File: src/rtl/notch_sd_arbiter.sv
// Read/write arbiter in front of an Avalon-MM SDRAM master port.
// Define NOTCH_SD_ARBITER_STATS_EN to add rd_count / wr_count outputs.
module notch_sd_arbiter #(
  parameter int ADDR_W          = 24,
  parameter int MAX_OUTSTANDING = 8,
  parameter int CNT_W           = 4
) (
  input  logic              clk,
  input  logic              reset,
  input  logic              rd_req,
  input  logic [ADDR_W-1:0] rd_addr,
  output logic              rd_ack,
  output logic [31:0]       rd_data,
  output logic              rd_valid,
  input  logic              wr_req,
  input  logic [ADDR_W-1:0] wr_addr,
  input  logic [31:0]       wr_data,
  output logic              wr_ack,
  output logic [ADDR_W-1:0] sdaddress,
  output logic              sdread,
  output logic              sdwrite,
  output logic [31:0]       sdwritedata,
  input  logic [31:0]       sdreaddata,
  input  logic              sdreaddatavalid,
  input  logic              sdwaitrequest,
  output logic [CNT_W-1:0]  outstanding,
`ifdef NOTCH_SD_ARBITER_STATS_EN
  output logic              err_spurious,
  output logic [31:0]       rd_count,
  output logic [31:0]       wr_count
`else
  output logic              err_spurious
`endif
);

  localparam logic [CNT_W-1:0] MAX_CNT =
    CNT_W'(MAX_OUTSTANDING);

  typedef enum logic [1:0] {
    IDLE,
    RD,
    WR
  } state_t;

  state_t state;
  state_t state_nxt;

  logic last_wr;
  logic rd_elig;
  logic wr_elig;
  logic grant_rd;
  logic grant_wr;
  logic rd_done;
  logic wr_done;
  logic rd_ret;
  logic rd_spur;

  // Masking with the ack stops a requester that still holds its
  // req during the ack cycle from being granted twice.
  always_comb begin
    state_nxt = state;
    rd_elig   = 1'b0;
    wr_elig   = 1'b0;
    grant_rd  = 1'b0;
    grant_wr  = 1'b0;
    rd_done   = 1'b0;
    wr_done   = 1'b0;
    unique case (state)
      IDLE: begin
        rd_elig  = rd_req && !rd_ack
                   && (outstanding < MAX_CNT);
        wr_elig  = wr_req && !wr_ack;
        grant_rd = rd_elig && (!wr_elig || last_wr);
        grant_wr = wr_elig && !grant_rd;
        if (grant_rd)
          state_nxt = RD;
        else if (grant_wr)
          state_nxt = WR;
      end
      RD: begin
        if (!sdwaitrequest) begin
          rd_done   = 1'b1;
          state_nxt = IDLE;
        end
      end
      WR: begin
        if (!sdwaitrequest) begin
          wr_done   = 1'b1;
          state_nxt = IDLE;
        end
      end
      default: state_nxt = IDLE;
    endcase
  end

  always_ff @(posedge clk or posedge reset) begin
    if (reset)
      state <= IDLE;
    else
      state <= state_nxt;
  end

  always_ff @(posedge clk or posedge reset) begin
    if (reset) begin
      sdread      <= 1'b0;
      sdwrite     <= 1'b0;
      sdaddress   <= '0;
      sdwritedata <= '0;
      rd_ack      <= 1'b0;
      wr_ack      <= 1'b0;
      last_wr     <= 1'b1;
    end else begin
      rd_ack <= rd_done;
      wr_ack <= wr_done;
      if (grant_rd) begin
        sdread    <= 1'b1;
        sdaddress <= rd_addr;
      end else if (grant_wr) begin
        sdwrite     <= 1'b1;
        sdaddress   <= wr_addr;
        sdwritedata <= wr_data;
      end
      if (rd_done) begin
        sdread  <= 1'b0;
        last_wr <= 1'b0;
      end
      if (wr_done) begin
        sdwrite <= 1'b0;
        last_wr <= 1'b1;
      end
    end
  end

  // Data with nothing outstanding is dropped and flagged.
  assign rd_ret  = sdreaddatavalid && (outstanding != '0);
  assign rd_spur = sdreaddatavalid && (outstanding == '0);

  always_ff @(posedge clk or posedge reset) begin
    if (reset) begin
      outstanding  <= '0;
      rd_valid     <= 1'b0;
      rd_data      <= '0;
      err_spurious <= 1'b0;
    end else begin
      rd_valid <= rd_ret;
      rd_data  <= sdreaddata;
      if (rd_spur)
        err_spurious <= 1'b1;
      unique case ({rd_done, rd_ret})
        2'b10:   outstanding <= outstanding + 1'b1;
        2'b01:   outstanding <= outstanding - 1'b1;
        default: outstanding <= outstanding;
      endcase
    end
  end

`ifdef NOTCH_SD_ARBITER_STATS_EN
  always_ff @(posedge clk or posedge reset) begin
    if (reset) begin
      rd_count <= '0;
      wr_count <= '0;
    end else begin
      if (rd_done)
        rd_count <= rd_count + 32'd1;
      if (wr_done)
        wr_count <= wr_count + 32'd1;
    end
  end
`endif

endmodule

File: config.mk
export PLATFORM = sky130hd
export DESIGN_NAME = notch_sd_arbiter
export DESIGN_NICKNAME = d
export VERILOG_FILES = /design/src/rtl/notch_sd_arbiter.sv
export SDC_FILE = /design/constraint.sdc
export NUM_CORES = 1
export LEC_CHECK = 0
export ABC_AREA = 1
export CAP_MARGIN = 40
export CORE_UTILIZATION = 30
export DETAILED_ROUTE_END_ITERATION = 10
export PLACE_DENSITY_LB_ADDON = 0.08
export SLEW_MARGIN = 5
export SYNTH_ARGS = -nofsm -noshare
export SYNTH_HDL_FRONTEND = slang
export SYNTH_SLANG_ARGS = --single-unit
File: constraint.sdc
create_clock -name clk -period 4 [get_ports clk]
set_clock_uncertainty 0.1 [all_clocks]
set_input_delay 0.8 -clock clk [delete_from_list [all_inputs] [get_ports clk]]
set_output_delay 0.8 -clock clk [all_outputs]
set_load 0.03 [all_outputs]
# --- Yosys cells after proc, flatten, opt, wreduce, memory -nomap -nowiden ---
# Index checks and enable logic that the tools add are counted.
word_totals:
  regBits: 101
  input_bits: 118
  output_inout_bits: 98
  elab_cells: 66
op_classes:
  addsub: 2
  order_cmp: 1
  n_eq_ne: 7
  muxes: 19
  n_bitwise: 1
  reduce_logical: 24
op_table:
  columns: ["cell", "n"]
  rows:
  - ["2-to-1 mux 24 bit", 2]
  - ["2-to-1 mux 1 bit", 12]
  - ["nonzero test 2 bit", 5]
  - ["case mux 4 bit (2 select lines)", 1]
  - ["logical AND 1 bit", 7]
  - ["2-to-1 mux 2 bit", 3]
  - ["AND reduction 2 bit", 3]
  - ["adder 4 x 1 -> 4 bit (second input constant)", 1]
  - ["equality test 2 x 1 -> 1 bit (second input constant)", 2]
  - ["equality test 2 bit (second input constant)", 2]
  - ["zero test 1 bit", 4]
  - ["zero test 4 bit", 1]
  - ["< comparator 4 bit (second input constant)", 1]
  - ["case mux 2 bit (2 select lines)", 1]
  - ["nonzero test 4 bit", 1]
  - ["subtractor 4 x 1 -> 4 bit (second input constant)", 1]
  - ["inequality test 3 bit (second input constant)", 1]
  - ["zero test 2 bit", 1]
  - ["inequality test 2 x 1 -> 1 bit (second input constant)", 1]
  - ["inequality test 2 bit (second input constant)", 1]
  - ["OR reduction 2 bit", 1]
  - ["logical OR 1 bit", 1]
  - ["NOT 1 bit", 1]

# --- Logic depth before layout (Yosys ltp) ---
# Gate-level depths: netlist of run 1.
depth:
  word_depth: 11
  mapped_depth: 13
  mapped_depth_nobuf: 13

# --- Worst setup path before layout of run 1 ---
# No wires, ideal clock.
synth_path:
  path_kind: "in2reg"
  from: "input port sdreaddatavalid"
  to: "register outstanding[2]"
  setup_ns: 0.127
  arrival_time_ns: 2.079
  required_ns: 3.773
  slack_ns: 1.694
  stages: 11
  path_buffers: 0
  cell_sequence: "inv_1 nor2_1 ha_1 inv_1 nand2_1 nand2_1 ha_1 a21o_1 or2_2 nand3_1 o21ai_0"
synth_between:
  elab_chain_cells: 3
  elab_cells_between_ends: 5
  classes_between: "2 x eq/ne; 1 x mux; 2 x reduce/logical"
synth_lines:
  columns: ["item", "line", "text"]
  rows:
  - ["from (decl)", "24", "input logic sdreaddatavalid,"]
  - ["logical AND 1 bit *", "135", "assign rd_ret = sdreaddatavalid && (outstanding != '0);"]
  - ["via rd_ret", "55", "logic rd_ret;"]
  - ["equality test 2 x 1 -> 1 bit / equality test 2 bit (equally long branches)", "149", "unique case ({rd_done, rd_ret})"]
  - ["case mux 4 bit (2 select lines) / nonzero test 2 bit (equally long branches)", null, null]
  - ["to (signal assigned)", "150", "2'b10: outstanding <= outstanding + 1'b1;"]
  - ["to (signal assigned)", "151", "2'b01: outstanding <= outstanding - 1'b1;"]
  - ["to (signal assigned)", "152", "default: outstanding <= outstanding;"]
  - ["to (decl)", "26", "output logic [CNT_W-1:0] outstanding,"]
# Mark *: on every way through the listed nets, which the timed path passes. The rest lies on a longest branch.
# A chain may end at the register's enable or synchronous reset.

# --- Worst setup path in the final report of run 1 ---
layout_path:
  from: "input port wr_req"
  to: "register sdaddress[0]"
layout_between:
  elab_chain_cells: 8
  elab_cells_between_ends: 10
  classes_between: "3 x mux; 7 x reduce/logical"
layout_lines:
  columns: ["item", "line", "text"]
  rows:
  - ["from (decl)", "15", "input logic wr_req,"]
  - ["logical AND 1 bit *", "72", "wr_elig = wr_req && !wr_ack;"]
  - ["zero test 1 bit", "73", "grant_rd = rd_elig && (!wr_elig || last_wr);"]
  - ["logical OR 1 bit", "73", null]
  - ["logical AND 1 bit", "73", null]
  - ["zero test 1 bit", "74", "grant_wr = wr_elig && !grant_rd;"]
  - ["logical AND 1 bit", "74", null]
  - ["2-to-1 mux 1 bit", "68", "unique case (state)"]
  - ["nonzero test 2 bit (no line)", null, null]
  - ["to (signal assigned)", "117", "sdaddress <= rd_addr;"]
  - ["to (signal assigned)", "120", "sdaddress <= wr_addr;"]
  - ["to (decl)", "19", "output logic [ADDR_W-1:0] sdaddress,"]
# Every way passes the cells marked *; elsewhere a longest branch is shown, timed or not.

==> impl_metrics.yaml, run 1 <==
outcome:
  status: "finished, final reports clean"
global_route:
  overflow: 0
  grt_pass1_vias: 3707
  grt_max_degree: 57
  grt_first_pass_wirelength_um: 18700
  antenna_found_initial: 0
  grtUsageTotal_pct: 16.9
floorplan:
  die_area_um2: 13900
  dieHeight_um: 118
  num_rows: 41
  coreArea_um2: 12900
  io_pins: 216
  fp.dieW_um: 118
  initial_core_util_pct: 31.3
hold_path:
  hold_path_depth: 1
  hold_class: "flip-flop to flip-flop"
  worstHoldStart: "err_spurious"
  holdPathEnd: "err_spurious"
clock_tree:
  cts_resized: 0
  cts_root_buffer: "clkbuf_16"
  clock_latency_ns: 0.34
  cts_buffers: 9
  ctsHoldBuffers: 0
  clock_path_buffers: 2
  clock_sinks: 101
  clkTransAtPathRegs_ns: 0.07
  cts-htree-levels: 3
  cts_tree: "done"
  cts_setup_buffers: 0
placement:
  preCtsSetupSlack_ns: 0.790
  port_buffers: 215
  place.detailed.instances: 807
  place_hpwl_um: 7900
  gp_congestion: 0.798
route:
  wl_met1_um: 4760
  drc: 0
  drtAntennaViolNets: 0
  first_pass_iters: 4
  wl_per_cell_um: 13.6
  top_layer: "met4"
  wl_met3_um: 1100
  drtIter0Drc: 210
  routed_wl_um: 11200
  viasPerCell: 4.48
  wl_met2_um: 5190
  num_vias: 3688
worst_setup_path:
  rrSetupSlack_ns: 1.63
  end_kind: "flip-flop"
  crit_required_ns: 4.13
  r2r_start: "last_wr"
  critPathMaxFanout: 29
  r2r_cells: 9
  worstSetupPathType: "input pin to flip-flop"
  arrival_ns: 2.94
  r2r-end: "sdaddress[0]"
  start_kind: "input pin"
sta:
  fin_crit_ns: 2.81
  rsz0062_at_grt: "no"
  tightestPinTransition_ns: 0.599
  finalHoldViolCount: 0
  fmax_mhz: 356
  fin_tns_setup_ns: 0
  setup_violations: 0
  max_slew_margin_pct: 60.1
  finalCritPeriodShare_pct: 70.3
  fin_ws_ns: 1.19
  drv_slew: 0
synthesis:
  synth-seq-area-share_pct: 62.7
  postSynthNetCount: 560
  ys_ff_latch: 101
  yosysUniqueCellTypes: 25
  syn_area_per_cell_um2: 9.25
  syn_area_um2: 4030
  ys_warn_count: 0
  synth_cells: 436
pwr:
  power_leakage_nw: 3.20
  power_density_nw_per_um2: 758
  irDropWorstVdd_v: 0.000273
cells_and_area:
  final_cells: 823
  final_common_cell: "clkdlybuf4s50_1"
  syn_to_final_growth_pct: 65.8
  num_antenna_cells: 0
  final_cell_mix: "clkdlybuf4s50_1, nand2_1, dfrtp_1, nand3_1, nand4_1"
  layout.nets: 770
  fill_cells: 1214
  drive_gt1_share_pct: 4.76
job:
  drv_cap: 0
==> critical path, cell delays in order <==
cell and delay (ns):
clkdlybuf4s50_1 0.41, inv_1 0.07, nor2_2 0.05, nand2_1 0.06, buf_4 0.28, nand2_1 0.14
nand3_2 0.18, buf_4 0.35, nand2_2 0.35, nand2_1 0.18, nand2_1 0.06
==> cell usage after synthesis <==
master,instances,area (µm²)
nand3_2,2,20.0
inv_1,17,63.8
dfrtp_1,100,2500
buf_4,3,22.5
a21oi_1,2,10.0
ha_1,6,75.1
nand2_2,1,6.26
o21ai_0,3,15.0
nor3_1,1,5.00
nor2_2,1,6.26
nand2_1,214,803
xnor2_1,2,17.5
a21o_1,2,15.0
nand3_1,28,140
nor3b_4,1,18.8
clkbuf_1,9,33.8
dfstp_2,1,26.3
buf_6,1,11.3
or2_2,1,6.26
nand4_1,25,156
buf_1,1,3.75
nand3b_1,2,15.0
nor2_1,3,11.3
buf_2,9,45.0
inv_2,1,3.75
==> through the flow <==
step	power (W)	cell area [µm²]	util [%]	hold WS [ns]
after CTS	0.00514	6690	51.9	0.384
after global routing	0.00543	6690	51.9	0.399
after global placement	0.00411	6350	49.3	0.361
final	0.00507	6690	51.9	0.369
after detailed placement	0.00415	6350	49.3	0.356
after floorplan	0.00313	4030	-	0.367
==> layout make-up <==
cell class / count / area [µm²] / area share [%]
Sequential cell: 101 / 2530 / 37.8
Timing Repair Buffer: 222 / 2220 / 33.2
Multi-Input combinational cell: 294 / 1320 / 19.8
Clock buffer: 12 / 256 / 3.84
Tap cell: 172 / 215 / 3.22
Clock inverter: 4 / 77.6 / 1.16
Inverter: 18 / 70.1 / 1.05
==> report_power, final <==
part / internal, W / switching (W) / leakage (nW)
Sequential: 0.00138 / 0.000203 / 1.22
Clock: 0.000586 / 0.000375 / 0.163
Combinational: 0.000987 / 0.00154 / 1.82
==> kinds of logic after synthesis <==
group	Yosys count	synth area share [%]
fa+ha+maj	6	1.86
compound gates	7	0.992
flops	101	62.7
simple gates	279	29.5
xor+xnor	2	0.434
buf+inv	41	4.56
==> metal layers <==
layer,GRT usage (%),vias up
li1,-,1798
met1,21.6,1722
met2,25.8,157
met3,6.40,11
met4,6.49,0
met5,0,-
==> sequential cells by signal (all words and copies together) (netlist names) <==
register      cells
state             2
sdread            1
sdwritedata      32
err_spurious      1
rd_ack            1
rd_valid          1
sdaddress        24
last_wr           1
wr_ack            1
outstanding       4
sdwrite           1
rd_data          32
==> worst max path at each step <==
| stage | startpoint | endpoint | slack (ns) | depth (start not counted) |
|---|---|---|---|---|
| final | wr_req | sdaddress[0] | 1.19 | 11 |
| after global routing | wr_req | sdaddress[4] | 0.92 | 11 |
| after CTS | wr_req | sdaddress[16] | 1.14 | 11 |
| after detailed placement | wr_req | sdaddress[16] | 0.79 | 11 |
| after global placement | wr_req | sdaddress[22] | 0.87 | 11 |
| after floorplan | reset | err_spurious | 0.45 | 1 |
Power figures use the tool's default switching activity.
==> inputs of run 2 (changes only) <==
- clock period: 4 -> 2.7 ns (I/O delays scaled with it)
==> run 2 against run 1 <==
Against the previous run:
- sequential share of layout area up 0.092 points
- flip-flop and latch count stayed put
- power up 45%
- highest routed layer unchanged
- largest power group unchanged
- via count down 1.1%
==> impl_metrics.yaml, run 2 (synthesis gave the netlist of run 1 again) <==
pwr:
  irDropWorstVdd_v: 0.000464
  clkPwrFrac_pct: 17.0
  p_int_w: 0.00417
  p_sw_share_pct: 43.4
  power.switching_w: 0.00320
  p_seq_share_pct: 31.7
  power_density_nw_per_um2: 1100
  combinationalPowerShare_pct: 51.3
  power_leakage_nw: 3.19
cells_and_area:
  reg_top3: "rd_data (32), sdwritedata (32), sdaddress (24)"
  final_common_cell: "clkdlybuf4s50_1"
  num_antenna_cells: 0
  layout.nets: 773
  syn_to_final_growth_pct: 65.4
  drive_gt1_share_pct: 5.35
  final_cell_area_um2: 6670
  final_cells: 826
  final_cell_mix: "clkdlybuf4s50_1, nand2_1, dfrtp_1, nand3_1, nand4_1"
placement:
  gp_congestion: 0.815
  placed_area_um2: 6380
  place_hpwl_um: 7920
  port_buffers: 215
  place.detailed.instances: 810
  preCtsSetupSlack_ns: 0.0401
sta:
  fin_crit_ns: 2.42
  max_slew_margin_pct: 62.5
  fmax_mhz: 414
  fin_tns_setup_ns: 0
  tightestPinTransition_ns: 0.561
  setup_violations: 0
  finalCritPeriodShare_pct: 89.5
  finalHoldViolCount: 0
  fin_ws_ns: 0.284
  drv_slew: 0
  rsz0062_at_grt: "no"
clock_tree:
  ctsHoldBuffers: 0
  cts_buffers: 9
  clock_sinks: 101
  clkTransAtPathRegs_ns: 0.07
  cts_setup_buffers: 0
  clock_path_buffers: 2
  cts-htree-levels: 3
  clock_latency_ns: 0.35
  cts_tree: "done"
  cts_resized: 0
  cts_root_buffer: "clkbuf_16"
worst_setup_path:
  r2r_cells: 13
  end_kind: "flip-flop"
  worstSetupPathType: "flip-flop to flip-flop"
  crit_required_ns: 2.84
  arrival_ns: 2.55
  start_kind: "flip-flop"
  rrSetupSlack_ns: 0.28
  r2r-end: "outstanding[2]"
  r2r_start: "outstanding[1]"
  critPathMaxFanout: 4
global_route:
  antenna_found_initial: 0
  grt_pass1_vias: 3654
  grt_first_pass_wirelength_um: 18100
  grt_max_degree: 73
  overflow: 0
  grtUsageTotal_pct: 16.5
route:
  num_vias: 3647
  routed_wl_um: 11100
  drtIter0Drc: 191
  first_pass_iters: 4
  wl_per_cell_um: 13.4
  drc: 0
  drtAntennaViolNets: 0
  viasPerCell: 4.42
floorplan:
  initial_core_util_pct: 31.3
  num_rows: 41
  dieHeight_um: 118
  fp.dieW_um: 118
  die_area_um2: 13900
  io_pins: 216
  coreArea_um2: 12900
job:
  drv_cap: 0
hold_path:
  worstHoldStart: "err_spurious"
  hold_path_depth: 1
  holdPathEnd: "err_spurious"
  hold_class: "flip-flop to flip-flop"
outcome:
  status: "finished, final reports clean"
run 2: changes by cell type in the layout (fill, tap and decap cells not counted), sizes merged:
| cell | previous run | this run |
|---|---|---|
| inv | 19 | 20 |
| buf | 7 | 10 |
| bufinv | 2 | 0 |
| clkinvlp | 0 | 2 |
| clkinv | 1 | 3 |
| clkbuf | 12 | 9 |
run 2: power by group through the flow:
stage / Combinational [W] / Clock, W / Sequential, W
6_report: 0.00378 / 0.00125 / 0.00233
5_1_grt: 0.00410 / 0.00137 / 0.00240
4_1_cts: 0.00383 / 0.00131 / 0.00234
3_5_place_dp: 0.00382 / 0 / 0.00236
3_3_place_gp: 0.00380 / 0 / 0.00234
2_1_floorplan: 0.00134 / 0 / 0.00330
run 2: area by class of cell:
| type | instances | area (µm²) |
|---|---|---|
| fillers | 1179 | 6210 |
| clock inverters | 7 | 68.8 |
| well taps | 172 | 215 |
| flip-flops and latches | 101 | 2530 |
| multi-input cells | 294 | 1320 |
| clock buffers | 9 | 225 |
| inverters | 18 | 71.3 |
| repair buffers | 225 | 2240 |
run 2: through the flow:
stage | hold WS, ns | total power (W) | util, %
4_1_cts | 0.370 | 0.00748 | 51.8
5_1_grt | 0.387 | 0.00787 | 51.8
2_1_floorplan | 0.367 | 0.00463 | -
3_5_place_dp | 0.352 | 0.00618 | 49.5
6_report | 0.362 | 0.00737 | 51.8
3_3_place_gp | 0.346 | 0.00614 | 49.5
run 2: worst max path at each step:
stage,startpoint,end,slack (ns)
floorplan,outstanding[1],outstanding[2],0.44
global placement,sdwaitrequest,outstanding[2],0.14
detailed placement,sdwaitrequest,outstanding[2],0.04
CTS,outstanding[1],outstanding[2],0.31
global route,outstanding[1],outstanding[2],0.10
finish,outstanding[1],outstanding[2],0.28
run 2: critical path, stage by stage, from the launching register on:
cell and delay (ns):
dfrtp_1 0.42, inv_1 0.10, nand2_1 0.07, nor3_1 0.21, nor2_1 0.11, ha_1 0.20
buf_4 0.15, nand2_1 0.06, nand2_1 0.08, ha_1 0.21, a21o_1 0.18, or2_2 0.28
nand3_1 0.07, o21ai_0 0.07
run 2: per-layer routing:
metal	vias up	GRT usage, %	wire (µm)
met5	-	0	0
met4	0	5.29	176
met3	14	7.27	1050
met2	148	26.5	5240
met1	1684	19.7	4630
li1	1801	-	-
==> inputs of run 3 (changes only) <==
- CORE_UTILIZATION: 30 -> 39
==> run 3 against run 2 <==
Against the previous run:
- via count shrank 1.4%
- non-clock buffer count fell by 2
- worst setup slack improved by 0.069 ns
- critical endpoint unchanged
- core utilization is 14 points higher
==> impl_metrics.yaml, run 3 (synthesis gave the netlist of run 1 again) <==
pwr:
  p_int_w: 0.00406
  power_density_nw_per_um2: 1100
  total_power_w: 0.00721
  p_sw_share_pct: 43.7
  power.switching_w: 0.00315
  combinationalPowerShare_pct: 52.7
  p_seq_share_pct: 32.3
  power_leakage_nw: 3.16
  irDropWorstVdd_v: 0.000635
  clkPwrFrac_pct: 15.0
cells_and_area:
  layout.nets: 771
  syn_to_final_growth_pct: 62.5
  fill_cells: 808
  drive_gt1_share_pct: 5.06
  multi_input_area_um2: 1320
  final_cell_mix: "clkdlybuf4s50_1, nand2_1, dfrtp_1, nand3_1, nand4_1"
  num_antenna_cells: 0
  final_cells: 785
  final_common_cell: "clkdlybuf4s50_1"
  final_cell_area_um2: 6550
  regArea_um2: 2530
  reg_top3: "rd_data (32), sdwritedata (32), sdaddress (24)"
route:
  drtAntennaViolNets: 0
  first_pass_iters: 4
  drc: 0
  drtIter0Drc: 237
  wl_per_cell_um: 14.1
  num_vias: 3595
  routed_wl_um: 11000
  viasPerCell: 4.58
outcome:
  status: "finished, final reports clean"
floorplan:
  fp.dieW_um: 104
  die_area_um2: 10800
  initial_core_util_pct: 40.7
  coreArea_um2: 9910
  num_rows: 36
  io_pins: 216
  dieHeight_um: 104
worst_setup_path:
  worstSetupPathType: "flip-flop to flip-flop"
  crit_required_ns: 2.85
  critPathMaxFanout: 5
  end_kind: "flip-flop"
  start_kind: "flip-flop"
  arrival_ns: 2.50
global_route:
  antenna_found_initial: 0
  grt_first_pass_wirelength_um: 18200
  grt_max_degree: 100
  grtUsageTotal_pct: 21.3
  grt_pass1_vias: 3629
  overflow: 0
sta:
  drv_slew: 0
  finalHoldViolCount: 0
  fmax_mhz: 426
  fin_tns_setup_ns: 0
  rsz0062_at_grt: "no"
  setup_violations: 0
  finalCritPeriodShare_pct: 86.9
  tightestPinTransition_ns: 0.566
  fin_crit_ns: 2.35
  max_slew_margin_pct: 62.3
placement:
  place_hpwl_um: 7810
  port_buffers: 215
  place.detailed.instances: 769
  placed_area_um2: 6320
  gp_congestion: 0.825
clock_tree:
  cts_resized: 0
  cts_tree: "done"
  clkTransAtPathRegs_ns: 0.10
  clock_sinks: 101
  cts-htree-levels: 3
  cts_root_buffer: "clkbuf_8"
  cts_setup_buffers: 0
  clock_path_buffers: 2
  ctsHoldBuffers: 0
  clock_latency_ns: 0.37
  cts_buffers: 9
hold_path:
  hold_class: "input pin to asynchronous set/reset pin"
job:
  drv_cap: 0
==> run 3: cell count changes in the layout (fill, tap and decap cells not counted), sizes merged <==
cell    change
buf         -2
bufinv      +2
clkinv      -1
inv         -1
==> run 3: final timing paths <==
kind	cells after the start	slack, ns	end	startpoint
worst max-delay path	12	0.35	outstanding[2]	outstanding[1]
worst min-delay path	2	0.29	rd_data[22]	reset
worst max register to register	12	0.35	outstanding[2]	outstanding[1]
worst min register to register	2	0.39	sdwritedata[20]	sdwritedata[20]
max in group asynchronous	3	1.47	rd_data[6]	reset
min in group clk	2	0.39	sdwritedata[20]	sdwritedata[20]
==> run 3: power by group through the flow <==
stage          sequential [W]  combinational (W)  clock (W)
6_report              0.00232            0.00380    0.00108
3_5_place_dp          0.00235            0.00383          0
2_1_floorplan         0.00330            0.00134          0
5_1_grt               0.00239            0.00411    0.00118
3_3_place_gp          0.00233            0.00378          0
4_1_cts               0.00233            0.00385    0.00112
==> run 3: layout make-up <==
type                            instances  area share (%)
Timing Repair Buffer                  223            34.1
Multi-Input combinational cell        294            20.2
Clock buffer                            9            1.89
Sequential cell                       101            38.6
Tap cell                              133            2.54
Clock inverter                          7            1.60
Inverter                               18            1.09
==> run 3: per-layer routing <==
layer | GRT usage, % | vias to the layer above | share of wire (%)
met3 | 7.43 | 10 | 8.9
met2 | 34.4 | 141 | 47
met5 | 0 | - | 0
met4 | 7.96 | 0 | 1.3
li1 | - | 1794 | -
met1 | 26.4 | 1650 | 43
==> run 3: per-stage QoR <==
step / hold slack (ns) / util (%) / setup slack, ns
2_1_floorplan: 0.367 / - / 0.443
3_3_place_gp: 0.358 / 63.8 / 0.0912
3_5_place_dp: 0.367 / 63.8 / -0.0201
4_1_cts: 0.269 / 66.1 / 0.351
5_1_grt: 0.300 / 66.1 / 0.166
6_report: 0.286 / 66.1 / 0.353
==> run 3: critical path, cell delays in order (launching register included) <==
cell	delay, ns
dfrtp_1	0.42
inv_1	0.10
nand2_1	0.09
nor3_1	0.22
nor2_1	0.11
ha_1	0.25
nand2_1	0.09
nand2_1	0.09
ha_1	0.20
a21o_1	0.16
or2_2	0.26
nand3_1	0.07
o21ai_0	0.07
